$ cat config.mk
export PLATFORM = sky130hd
export DESIGN_NAME = spi_owner_seq
export DESIGN_NICKNAME = d
export VERILOG_FILES = /design/src/rtl/spi_owner_seq_pkg.sv /design/src/rtl/spi_seq_timer.sv /design/src/rtl/spi_owner_seq.sv
export SDC_FILE = /design/constraint.sdc
export NUM_CORES = 1
export LEC_CHECK = 0
export BUFFER_PORTS_ARGS = -buffer_cell sky130_fd_sc_hd__buf_2
export CELL_PAD_IN_SITES_DETAIL_PLACEMENT = 1
export CELL_PAD_IN_SITES_GLOBAL_PLACEMENT = 2
export CORE_ASPECT_RATIO = 1.2
export CORE_MARGIN = 3
export CORE_UTILIZATION = 38
export DETAILED_ROUTE_END_ITERATION = 10
export PLACE_DENSITY = 0.79
export SYNTH_ARGS = -nofsm -noshare
export SYNTH_HDL_FRONTEND = slang
export SYNTH_HIERARCHICAL = 1
export SYNTH_SLANG_ARGS = --single-unit
$ cat constraint.sdc
create_clock -name clk -period 4.2 [get_ports clk]
set_clock_uncertainty 0.15 [all_clocks]
set_input_delay 0.21 -clock clk [delete_from_list [all_inputs] [get_ports clk]]
set_output_delay 0.21 -clock clk [all_outputs]
set_load 0.01 [all_outputs]
$ cat src/rtl/spi_owner_seq_pkg.sv
// Shared types and constants for the BMC SPI flash ownership sequencer.
// Requester indices match the bit positions of req/gnt.
package spi_owner_seq_pkg;

   typedef enum logic [2:0] {
      IDLE,
      RST_ON,
      SWITCH,
      GRANT,
      HANDOVER,
      RELEASE,
      RST_OFF
   } state_t;

   localparam logic NIOS = 1'b0;
   localparam logic DMA  = 1'b1;

   localparam int GPO_PFR_MASTER_SEL_BIT = 2;
   localparam int GPO_FLASH_RST_N_BIT    = 24;
   localparam int GPO_DMA_NIOS_SEL_BIT   = 26;

   // On a tie the requester that did not own the bus last time wins.
   function automatic logic pick_winner(input logic [1:0] req, input logic last_gnt);
      if (req == 2'b11) begin
         return ~last_gnt;
      end
      return req[DMA];
   endfunction

   function automatic logic [1:0] grant_vec(input logic idx);
      return (idx == DMA) ? 2'b10 : 2'b01;
   endfunction

endpackage

$ cat src/rtl/spi_seq_timer.sv
// Settle timer: loads CYCLES, counts down to zero without wrapping.
// done is high during the last cycle of the settle window.
module spi_seq_timer #(
   parameter int unsigned CYCLES = 16
) (
   input  logic clk,
   input  logic resetn,
   input  logic load,
   output logic done
);

   logic [7:0] cnt;

   always_ff @(posedge clk or negedge resetn) begin
      if (!resetn) begin
         cnt <= 8'd0;
      end else if (load) begin
         cnt <= 8'(CYCLES);
      end else if (cnt != 8'd0) begin
         cnt <= cnt - 8'd1;
      end
   end

   assign done = (cnt == 8'd1);

endmodule

$ cat src/rtl/spi_owner_seq.sv
// Arbitrates BMC SPI flash ownership between the Nios SPI master and the DMA
// engine, sequencing flash reset and the PFR mux around every ownership change.
//
// state    | meaning
// ---------+------------------------------------------------------------
// IDLE     | platform owns flash, flash out of reset, waiting for req
// RST_ON   | flash held in reset, dma/nios mux set to winner, settling
// SWITCH   | PFR side takes the flash mux while still in reset, settling
// GRANT    | winner owns the bus; hold counter running
// HANDOVER | grant dropped, dma/nios mux moved to the other requester
// RELEASE  | mux returned to platform, flash still in reset, settling
// RST_OFF  | flash released from reset, settling before IDLE
module spi_owner_seq
   import spi_owner_seq_pkg::*;
#(
   parameter int unsigned SETTLE_CYCLES = 16,
   parameter int unsigned HOLD_MAX      = 4096
) (
   input  logic       clk,
   input  logic       resetn,
   input  logic [1:0] req,
   input  logic       platform_hold,
   output logic [1:0] gnt,
   output logic       pfr_master_sel,
   output logic       dma_nios_sel,
   output logic       flash_rst_n,
   output logic       busy,
   output logic       timeout_err
);

   localparam int HOLD_W = $clog2(HOLD_MAX + 1);

   state_t            state;
   logic              owner;
   logic              last_gnt;
   logic [HOLD_W-1:0] hold_cnt;
   logic              tmr_load;
   logic              tmr_done;

   // The timer sits loaded while no settle is running, and reloads as one
   // settle window ends so back-to-back settle states each get a full window.
   assign tmr_load = (state == IDLE) || (state == GRANT) || tmr_done;

   spi_seq_timer #(
      .CYCLES (SETTLE_CYCLES)
   ) u_timer (
      .clk    (clk),
      .resetn (resetn),
      .load   (tmr_load),
      .done   (tmr_done)
   );

   always_ff @(posedge clk or negedge resetn) begin
      if (!resetn) begin
         state          <= IDLE;
         owner          <= NIOS;
         last_gnt       <= DMA;
         hold_cnt       <= '0;
         gnt            <= 2'b00;
         pfr_master_sel <= 1'b0;
         dma_nios_sel   <= 1'b0;
         flash_rst_n    <= 1'b1;
         busy           <= 1'b0;
         timeout_err    <= 1'b0;
      end else begin
         timeout_err <= 1'b0;
         unique case (state)
            IDLE: begin
               if ((req != 2'b00) && !platform_hold) begin
                  state        <= RST_ON;
                  owner        <= pick_winner(req, last_gnt);
                  dma_nios_sel <= pick_winner(req, last_gnt);
                  flash_rst_n  <= 1'b0;
                  busy         <= 1'b1;
               end
            end
            RST_ON: begin
               if (tmr_done) begin
                  state          <= SWITCH;
                  pfr_master_sel <= 1'b1;
               end
            end
            SWITCH: begin
               if (tmr_done) begin
                  state    <= GRANT;
                  gnt      <= grant_vec(owner);
                  last_gnt <= owner;
                  hold_cnt <= HOLD_W'(1);
               end
            end
            GRANT: begin
               // hold_cnt equals the number of GRANT cycles seen so far
               if (hold_cnt == HOLD_W'(HOLD_MAX)) begin
                  state          <= RELEASE;
                  gnt            <= 2'b00;
                  pfr_master_sel <= 1'b0;
                  timeout_err    <= 1'b1;
                  hold_cnt       <= '0;
               end else if (!req[owner]) begin
                  gnt      <= 2'b00;
                  hold_cnt <= '0;
                  if (req[~owner] && !platform_hold) begin
                     state        <= HANDOVER;
                     owner        <= ~owner;
                     dma_nios_sel <= ~owner;
                  end else begin
                     state          <= RELEASE;
                     pfr_master_sel <= 1'b0;
                  end
               end else begin
                  hold_cnt <= hold_cnt + HOLD_W'(1);
               end
            end
            HANDOVER: begin
               if (tmr_done) begin
                  state    <= GRANT;
                  gnt      <= grant_vec(owner);
                  last_gnt <= owner;
                  hold_cnt <= HOLD_W'(1);
               end
            end
            RELEASE: begin
               if (tmr_done) begin
                  state       <= RST_OFF;
                  flash_rst_n <= 1'b1;
               end
            end
            RST_OFF: begin
               if (tmr_done) begin
                  state <= IDLE;
                  busy  <= 1'b0;
               end
            end
            default: begin
               state <= IDLE;
            end
         endcase
      end
   end

endmodule

==> impl_metrics.json <==
{
  "status": "completed",
  "grtUsageMet3_pct": 4.060,
  "grt_use_met1_pct": 22.35,
  "worst_pin_slew_ns": 1.034,
  "p_leak_nw": 0.8631,
  "drtIter0Drc": 83,
  "cts_tree": "built",
  "overflow": 0,
  "endpoint_kind": "flop",
  "hp-class": "in -> reg",
  "fin_crit_ns": 3.082,
  "synth_area_per_cell_sq_um": 9.237,
  "root_buffer": "clkbuf_8",
  "avgViaCountPerCell": 6.175,
  "ys_types": 66,
  "synth_fp_nets": 232,
  "synth_edf_count": 0,
  "max_slew_margin_pct": 30.84,
  "hold_viol_final": 0,
  "finalCritPeriodShare_pct": 73.38,
  "peakVddDrop_uv": 259.3,
  "gr-max-usage-layer": "met2",
  "critPathLaunchType": "flop",
  "cts_buffers": 5,
  "ys_dominant_reg_cell": "dfrtp_1",
  "num_rows": 28,
  "clockBufferDepth": 2,
  "fmaxAchievable_ghz": 0.3245,
  "worstSkewPairLatency_ns": 0.29,
  "ys_warn_count": 6,
  "n_fill_cell": 596,
  "die-area_sq_um": 6318,
  "rsz0062_at_grt": "no",
  "dr.pass1.iters": 4,
  "p_per_area_nw_per_um2": 604.2,
  "cts_setup_buffers": 0,
  "setup_violations": 0,
  "initial_core_util_pct": 40.37,
  "hold_buffers": 1,
  "dpl_cell_area_sq_um": 2117,
  "rr_worst_depth": 6,
  "cts_sinks": 32,
  "fin_tns_setup_ns": 0,
  "drc": 0,
  "final_common_cell": "dfrtp_1",
  "syn_inst": 222,
  "routedWlPerCell_um": 17.84,
  "drive_above_1_share_pct": 15.15,
  "io_buffers": 11,
  "wl_um": 5190,
  "gp_congestion": 0.7873,
  "layout_common_cells": "30 x dfrtp_1, 17 x a31oi_1, 16 x inv_1",
  "crit_arrival_ns": 3.05,
  "ys_seq_area_share_pct": 39.17,
  "ys_ff_latch": 32,
  "cp_max_fo": 8,
  "core_sq_um": 5080,
  "syn_to_final_growth_pct": 8.115,
  "hpwl_um": 3594,
  "nets": 240,
  "grt_max_degree": 33,
  "io_pins": 12,
  "antenna_cells": 0,
  "gr-usage-all-layers_pct": 17.65,
  "max_cap_violations": 0,
  "grt_pass1_wl_um": 8880,
  "dieWidth_um": 73.06,
  "grt_pass1_vias": 1824,
  "fp.dieH_um": 86.48,
  "critPathKind": "reg -> reg",
  "crit_required_ns": 4.17,
  "synth_area_sq_um": 2051,
  "cts_max_level": 2,
  "post_cts_resized": 0,
  "hold_path_depth": 4,
  "final_area_sq_um": 2217,
  "ant_nets": 0,
  "met2_usage_pct": 29.70,
  "synth-async-reset-ratio_pct": 100.0,
  "path_clk_slew_ns": 0.07,
  "antenna_found_initial": 0,
  "finalMaxSlewViolations": 0,
  "vias": 1797
}
==> sequential cells by signal, indices dropped and copies added, names as in the netlist <==
signal          flops
timeout_err         1
flash_rst_n         1
hold_cnt           13
last_gnt            1
u_timer/cnt         8
owner               1
gnt                 2
busy                1
state               3
pfr_master_sel      1
==> area by class of cell <==
class                      instances  area, sq um  share of cell area (%)
multi-input combinational        161         1109                   50.00
sequential                        32        803.3                   36.23
clock buffer                       8        90.09                   4.063
timing repair buffer              14        80.08                   3.612
tap                               60        75.07                   3.386
inverter                          16        60.06                   2.709
==> metal layers <==
layer  vias to the layer above  part of all wire (%)
met5                         -                     0
met4                         0                   1.0
met3                         4                   2.3
met2                        17                    51
met1                       916                    45
li1                        860                     -
==> cell usage after synthesis (3+ instances only) <==
| cell type | number | area share, % |
|---|---|---|
| nor4_1 | 5 | 1.5 |
| nand4_1 | 3 | 0.92 |
| a21oi_1 | 15 | 3.7 |
| nand2b_1 | 3 | 0.92 |
| ha_1 | 5 | 3.1 |
| nor2_1 | 11 | 2.0 |
| nor3_1 | 8 | 2.0 |
| buf_2 | 6 | 1.5 |
| inv_1 | 16 | 2.9 |
| o211ai_1 | 5 | 1.8 |
| a31oi_1 | 17 | 5.2 |
| dfrtp_1 | 30 | 37 |
| buf_6 | 3 | 1.6 |
| a211oi_1 | 3 | 1.1 |
| nand3_1 | 8 | 2.0 |
| o21ai_0 | 9 | 2.2 |
| nand2_1 | 12 | 2.2 |
==> through the flow <==
stage          util, %  instances  power (W)  hold slack, ns  setup slack [ns]
5_1_grt          43.65        291   0.001455          0.1971            0.8135
3_5_place_dp     41.67        282   0.001097          0.1752             1.119
4_1_cts          43.65        291   0.001351          0.1667             1.082
3_3_place_gp     41.67        282   0.001059          0.1625             1.315
6_report         43.65        291   0.001340          0.1696             1.118
2_1_floorplan        -        222  0.0009465         -0.2356             1.269
==> logic make-up (layout without fill, tap and decap cells) <==
logic type,count (synthesis),after routing,synth area share (%)
fa+ha+maj,6,6,3.539
simple gates,76,76,24.16
flops,32,32,39.17
xor+xnor,1,1,0.4272
mux,3,3,1.647
buf+inv,29,38,6.773
compound gates,75,75,24.28
==> worst max-delay path, cell delays in order (launching register included) <==
cell and delay (ns):
dfrtp_1 0.44, or4_1 0.66, nor4b_1 0.30, buf_4 0.21, nand2_1 0.10, o32ai_1 0.87
a31oi_1 0.18
==> where the power goes <==
group / switching (W) / total (W) / internal, W
sequential: 0.000183 / 0.000599 / 0.000415
combinational: 0.000263 / 0.000492 / 0.000229
clock: 0.000116 / 0.000249 / 0.000134
total: 0.000562 / 0.00134 / 0.000778
==> path summary, 6_finish.rpt <==
check | slack (ns) | startpoint | endpoint
setup / recovery | 1.12 | u_timer/cnt[2] | hold_cnt[3]
hold / removal | 0.17 | platform_hold | pfr_master_sel
setup reg to reg | 1.12 | u_timer/cnt[2] | hold_cnt[3]
hold reg to reg | 0.34 | hold_cnt[12] | hold_cnt[12]
max in group asynchronous | 3.05 | resetn | owner
min in group asynchronous | 0.38 | resetn | u_timer/cnt[4]
No activity file was read; power rests on OpenSTA's default activity.
